File: src/rtl/fetch_queue_unit.sv
// Instruction-fetch front end: owns the PC, issues credit-limited requests to an in-order
// instruction memory, queues responses for decode, and handles redirect flushes and HLT.
module fetch_queue_unit #(
    parameter int                DATA_W   = 16,
    parameter int                ADDR_W   = 16,
    parameter int                PC_INC   = 2,
    parameter int                FQ_DEPTH = 4,
    parameter int                MAX_OUT  = 2,
    parameter logic [ADDR_W-1:0] RESET_PC = '0,
    parameter logic [3:0]        HLT_OP   = 4'hF
) (
    input  logic              clk,
    input  logic              rst_n,
    output logic              imem_req,
    output logic [ADDR_W-1:0] imem_addr,
    input  logic              imem_gnt,
    input  logic              imem_rvalid,
    input  logic [DATA_W-1:0] imem_rdata,
    input  logic              redirect,
    input  logic [ADDR_W-1:0] redirect_pc,
    output logic              if_valid,
    output logic [DATA_W-1:0] if_instr,
    output logic [ADDR_W-1:0] if_pc,
    input  logic              id_ready,
    output logic [ADDR_W-1:0] pc,
    output logic              halted
);

    localparam int CNT_W = $clog2(FQ_DEPTH + 1);
    localparam int PTR_W = $clog2(FQ_DEPTH);
    localparam logic [CNT_W:0]    DEPTH_LIM = (CNT_W + 1)'(FQ_DEPTH);
    localparam logic [CNT_W-1:0]  OUT_LIM   = CNT_W'(MAX_OUT);
    localparam logic [ADDR_W-1:0] INC       = ADDR_W'(PC_INC);

    typedef enum logic {RUN, HALTED} state_t;

    state_t            state, state_next;
    logic [ADDR_W-1:0] resp_pc;
    logic [CNT_W-1:0]  count, outstanding, drop_cnt, out_next;
    logic [PTR_W-1:0]  rd_ptr, wr_ptr;
    logic [DATA_W-1:0] q_instr [FQ_DEPTH];
    logic [ADDR_W-1:0] q_pc    [FQ_DEPTH];
    logic [CNT_W:0]    credit_used;
    logic              issue, discard, push, pop, hlt_seen;

    // Every queue slot is reserved at request time, so a response can never overflow the queue.
    assign credit_used = {1'b0, count} + {1'b0, outstanding};
    assign imem_req    = rst_n && (state == RUN) && !redirect &&
                         (credit_used < DEPTH_LIM) && (outstanding < OUT_LIM);
    assign imem_addr   = pc;
    assign issue       = imem_req && imem_gnt;
    assign discard     = imem_rvalid && (redirect || (drop_cnt != '0) || (state == HALTED));
    assign push        = imem_rvalid && !discard;
    assign pop         = if_valid && id_ready;
    assign hlt_seen    = push && (imem_rdata[DATA_W-1 -: 4] == HLT_OP);
    assign out_next    = outstanding + CNT_W'(issue) - CNT_W'(imem_rvalid);

    assign if_valid = (count != '0);
    assign if_instr = if_valid ? q_instr[rd_ptr] : '0;
    assign if_pc    = if_valid ? q_pc[rd_ptr] : '0;
    assign halted   = (state == HALTED);

    always_ff @(posedge clk or negedge rst_n) begin
        if (!rst_n) state <= RUN;
        else        state <= state_next;
    end

    // Redirect outranks a same-cycle HLT, which is flushed along with the rest of the queue.
    always_comb begin
        state_next = state;
        if (redirect)      state_next = RUN;
        else if (hlt_seen) state_next = HALTED;
    end

    always_ff @(posedge clk or negedge rst_n) begin
        if (!rst_n) begin
            pc          <= RESET_PC;
            resp_pc     <= RESET_PC;
            count       <= '0;
            outstanding <= '0;
            drop_cnt    <= '0;
            rd_ptr      <= '0;
            wr_ptr      <= '0;
        end else begin
            outstanding <= out_next;
            if (redirect) begin
                pc       <= redirect_pc;
                resp_pc  <= redirect_pc;
                drop_cnt <= out_next;
                count    <= '0;
                rd_ptr   <= '0;
                wr_ptr   <= '0;
            end else begin
                if (issue) pc <= pc + INC;
                if (discard && (drop_cnt != '0)) drop_cnt <= drop_cnt - CNT_W'(1);
                if (push) begin
                    resp_pc <= resp_pc + INC;
                    wr_ptr  <= wr_ptr + PTR_W'(1);
                end
                if (pop) rd_ptr <= rd_ptr + PTR_W'(1);
                count <= count + CNT_W'(push) - CNT_W'(pop);
            end
        end
    end

    // Queue storage needs no reset: if_valid gates the head fields.
    always_ff @(posedge clk) begin
        if (push) begin
            q_instr[wr_ptr] <= imem_rdata;
            q_pc[wr_ptr]    <= resp_pc + INC;
        end
    end

endmodule

File: config.mk
export PLATFORM = sky130hd
export DESIGN_NAME = fetch_queue_unit
export DESIGN_NICKNAME = d
export VERILOG_FILES = /design/src/rtl/fetch_queue_unit.sv
export SDC_FILE = /design/constraint.sdc
export NUM_CORES = 1
export LEC_CHECK = 0
export ABC_AREA = 1
export BUFFER_PORTS_ARGS = -buffer_cell sky130_fd_sc_hd__clkbuf_2
export CAP_MARGIN = 20
export CORE_ASPECT_RATIO = 0.6
export CORE_MARGIN = 10
export CORE_UTILIZATION = 52
export CTS_BUF_LIST = sky130_fd_sc_hd__clkbuf_16
export CTS_CLUSTER_SIZE = 16
export DETAILED_ROUTE_END_ITERATION = 16
export PLACE_DENSITY = 0.76
export SLEW_MARGIN = 15
export SYNTH_ARGS = -nofsm -noshare
export SYNTH_HDL_FRONTEND = slang
export SYNTH_SLANG_ARGS = --single-unit
File: constraint.sdc
create_clock -name clk -period 2.76 [get_ports clk]
set_input_delay 0.138 -clock clk [delete_from_list [all_inputs] [get_ports clk]]
set_output_delay 0.138 -clock clk [all_outputs]
set_load 0.03 [all_outputs]
==> summary.txt <==
Placed design
  – Port Buf Inserts: 104
  – HPWL Detailed: approximately 13 mm
  – Placed Instances: between 1k and 1.5k
  – GP Congestion: slightly below 0.9

Layout
  – Core Util, Final: 0.630
  – Nets: 981
  – N_diodes: 0
  – FILL cells: ~1.2k
  – Area Growth Syn to Fin: 19.4%
  – Fin cells: roughly 1.1k
  – Layout cell share with drive strength beyond 1: 0.187

Timing
  – Total negative setup slack: 0 ns
  – Max Clk Rate: 404 MHz
  – Slew Limit Fails: 0
  – Final min period: ~2.5 ns
  – Unrepaired setup endpoints after global routing: no
  – Final setup fails: 0
  – Relative max-transition margin: 0.514
  – Worst Tran Pin Value: between 0.7 and 0.8 ns
  – Fin Clk Skew: 0.0123 ns
  – Period utilization: 0.898
  – Final hold vios: 0

Routing
  – DRC violations left: 0
  – Iter 0 DRT Violations: ~590
  – Vias: between 5k and 6k
  – DRT Pass-1 Iters: 7
  – Post-DR wirelength/cell: between 15 and 20 um
  – Post-detailed-route count of antenna-violating nets: 0
  – Total wire length: a little under 20 mm
  – Avg Vias per Cell: 5.25

Global routing
  – Vias in the first global route: slightly below 6k
  – Initial antenna violation count: 0
  – First-pass GRT wire length: around 31 mm
  – Total congestion overflow: 0
  – Largest net degree at the start of global routing: 47
  – Total track usage: 0.186

Clock network
  – Clock Tree Root: clkbuf_16
  – Number of buffers created by CTS: 17
  – Clk slew on worst S/H paths: 0.07 ns
  – Setup Buffers After CTS: 0
  – Clock latency on the worst-skew pair: 0.43 ns
  – Clk buf depth: 2
  – Clock Sinks: 174
  – Clock H-tree levels: 4
  – TritonCTS clock tree: yes

Floorplan
  – Total die area: approximately 21000 um2
  – Initial Utilization: 0.527
  – Row count: 35
  – Die H: 116 um
  – I/O pin count: approximately 110
  – Die Span X: 181 um
  – Core area: 15300 um2

Worst hold path
  – Cell depth of the worst hold path: 3
  – Worst Hold Endpoint: imem_addr[8]
  – Worst hold path type: in -> reg
  – Hold Path Origin: redirect_pc[8]

Worst setup path
  – Setup slack, reg-to-reg: around 0.30 ns
  – Crit path from: rd_ptr[1]
  – CP Data Arrival Time: ~2.3 ns
  – FF-to-FF End: drop_cnt[1]
  – CP startpoint kind: register
  – Crit end category: primary output
  – Worst endpoint required time: between 2 and 3 ns
  – Crit-path max FO: 34
  – Reg2reg start: count[2]
  – Worst-case reg-to-reg path depth: 13
  – CP Class: reg -> out

Synth
  – Post-Syn Nets: 859
  – Synthesized flop and latch total: 174
  – Netlist cell types: 35
  – Avg Synthesized Cell Area: around 10 um2
  – Top_reg_cell synth: edfxtp_1
  – Async S/R FF share, synth: 0.264
  – EDFF count, synth: 128
  – Post-synthesis cell area: a little over 8000 um2
  – Synth Warn #: 0
  – Gate Count Post-Synth: 804
  – Register area share after synthesis: 0.620

Power
  – Peak VDD IR: ~440 uV
  – P_leak: ~4.0 nW
  – Total Power: between 8 and 9 mW
  – Pwr per Cell Area: ~900 nW/um2

Job
  – MaxCap Viol Count: 0

Outcome
  – Outcome: finished, final reports clean
[flip-flops by register name, summed over array words and instances, names as in the netlist, 3 cells and up]
| signal | flops |
|---|---|
| q_instr | 64 |
| q_pc | 64 |
| drop_cnt | 3 |
| count | 3 |
| outstanding | 3 |
| imem_addr | 16 |
| resp_pc | 16 |
[metrics by stage]
stage / instance area (um2) / setup slack (ns) / hold slack (ns)
floorplan: 8060 / 0.155 / -0.158
global placement: 8700 / 0.276 / 0.360
finish: 9620 / 0.282 / 0.0275
global route: 9620 / 0.0621 / 0.0278
detailed placement: 8700 / 0.227 / 0.358
CTS: 9620 / 0.210 / 0.00994
[synthesized netlist by cell type, types with 2 or more instances]
cell      count  area [um2]
nor2_1      157         589
edfxtp_1    128        3840
nand2_1     127         477
o21ai_0      64         320
nand3_1      61         305
inv_1        54         203
dfrtp_1      46        1150
a21oi_1      35         175
buf_4        18         135
clkbuf_1     15        56.3
ha_1         15         188
o21ai_1      14        70.1
buf_2        12        60.1
xor2_1       11        96.3
nand4_1      10        62.6
inv_2         4        15.0
buf_6         3        33.8
nand2_2       3        18.8
nand3_2       3        30.0
nor2_2        3        18.8
nor2_4        3        33.8
and2_1        2        12.5
fa_1          2        40.0
nand4_4       2        42.5
o211ai_1      2        15.0
[worst max-delay path, cell delays in order (launching register included)]
cell and delay, ns:
dfrtp_1 0.32, buf_4 0.37, inv_2 0.41, nor2_1 0.18, o21ai_0 0.09, a21oi_1 0.27
clkbuf_2 0.27
[per-layer routing]
layer / wire (um) / track usage
met1: 9360 / 0.264
met2: 8470 / 0.283
met3: 1230 / 0.0449
met4: 189 / 0.0501
met5: 0 / 0
[placed cells by master, fill, tap and decap left out, types with 4 or more instances in the layout]
cell type,instances
a21oi_1,35
buf_4,13
clkbuf_16,17
clkbuf_2,104
dfrtp_1,45
dlygate4sd3_1,33
edfxtp_1,128
ha_1,15
inv_1,54
inv_2,4
inv_6,6
inv_8,4
nand2_1,127
nand3_1,61
nand4_1,10
nor2_1,152
nor2_2,7
nor2_4,4
o21ai_0,64
o21ai_1,14
xor2_1,11
[area by class of cell]
cell class / instances / area, um2 / area share
clock buffer: 17 / 425 / 0.0442
clock inverter: 15 / 168 / 0.0174
timing repair buffer: 152 / 988 / 0.103
multi-input combinational: 522 / 2570 / 0.267
tap: 203 / 254 / 0.0264
sequential: 174 / 5000 / 0.519
inverter: 59 / 223 / 0.0231
[logic make-up (layout without fill, tap and decap cells)]
kind of cell               Yosys count  count (layout)  share of synthesized area
AOI/OAI and AO/OA                  118             118                     0.0745
xor gates and xnor gates            12              12                     0.0130
adders and majority gates           17              17                     0.0283
buffers and inverters              108             243                     0.0635
DFF                                174             174                      0.620
and+or+nand+nor                    375             375                      0.201
[what timing repair did]
action / CTS / global route
endpoints found under the setup margin: 0 / 2
hold endpoints to repair: 130 / 0
hold buffers: 33 / 0
resized for setup: 0 / 1
[worst max-delay path by stage]
stage	endpoint	slack [ns]	cells after the start
after floorplan	q_instr[0][0]	0.16	3
after global placement	drop_cnt[1]	0.28	15
after detailed placement	drop_cnt[2]	0.23	13
after CTS	drop_cnt[1]	0.21	15
after global routing	drop_cnt[2]	0.06	13
final	if_pc[4]	0.28	6
[where the power goes]
group          internal, mW  switching, mW
combinational         0.774           2.01
sequential             3.04          0.205
clock                  1.29           1.13
(Power assumes the default switching activity.)
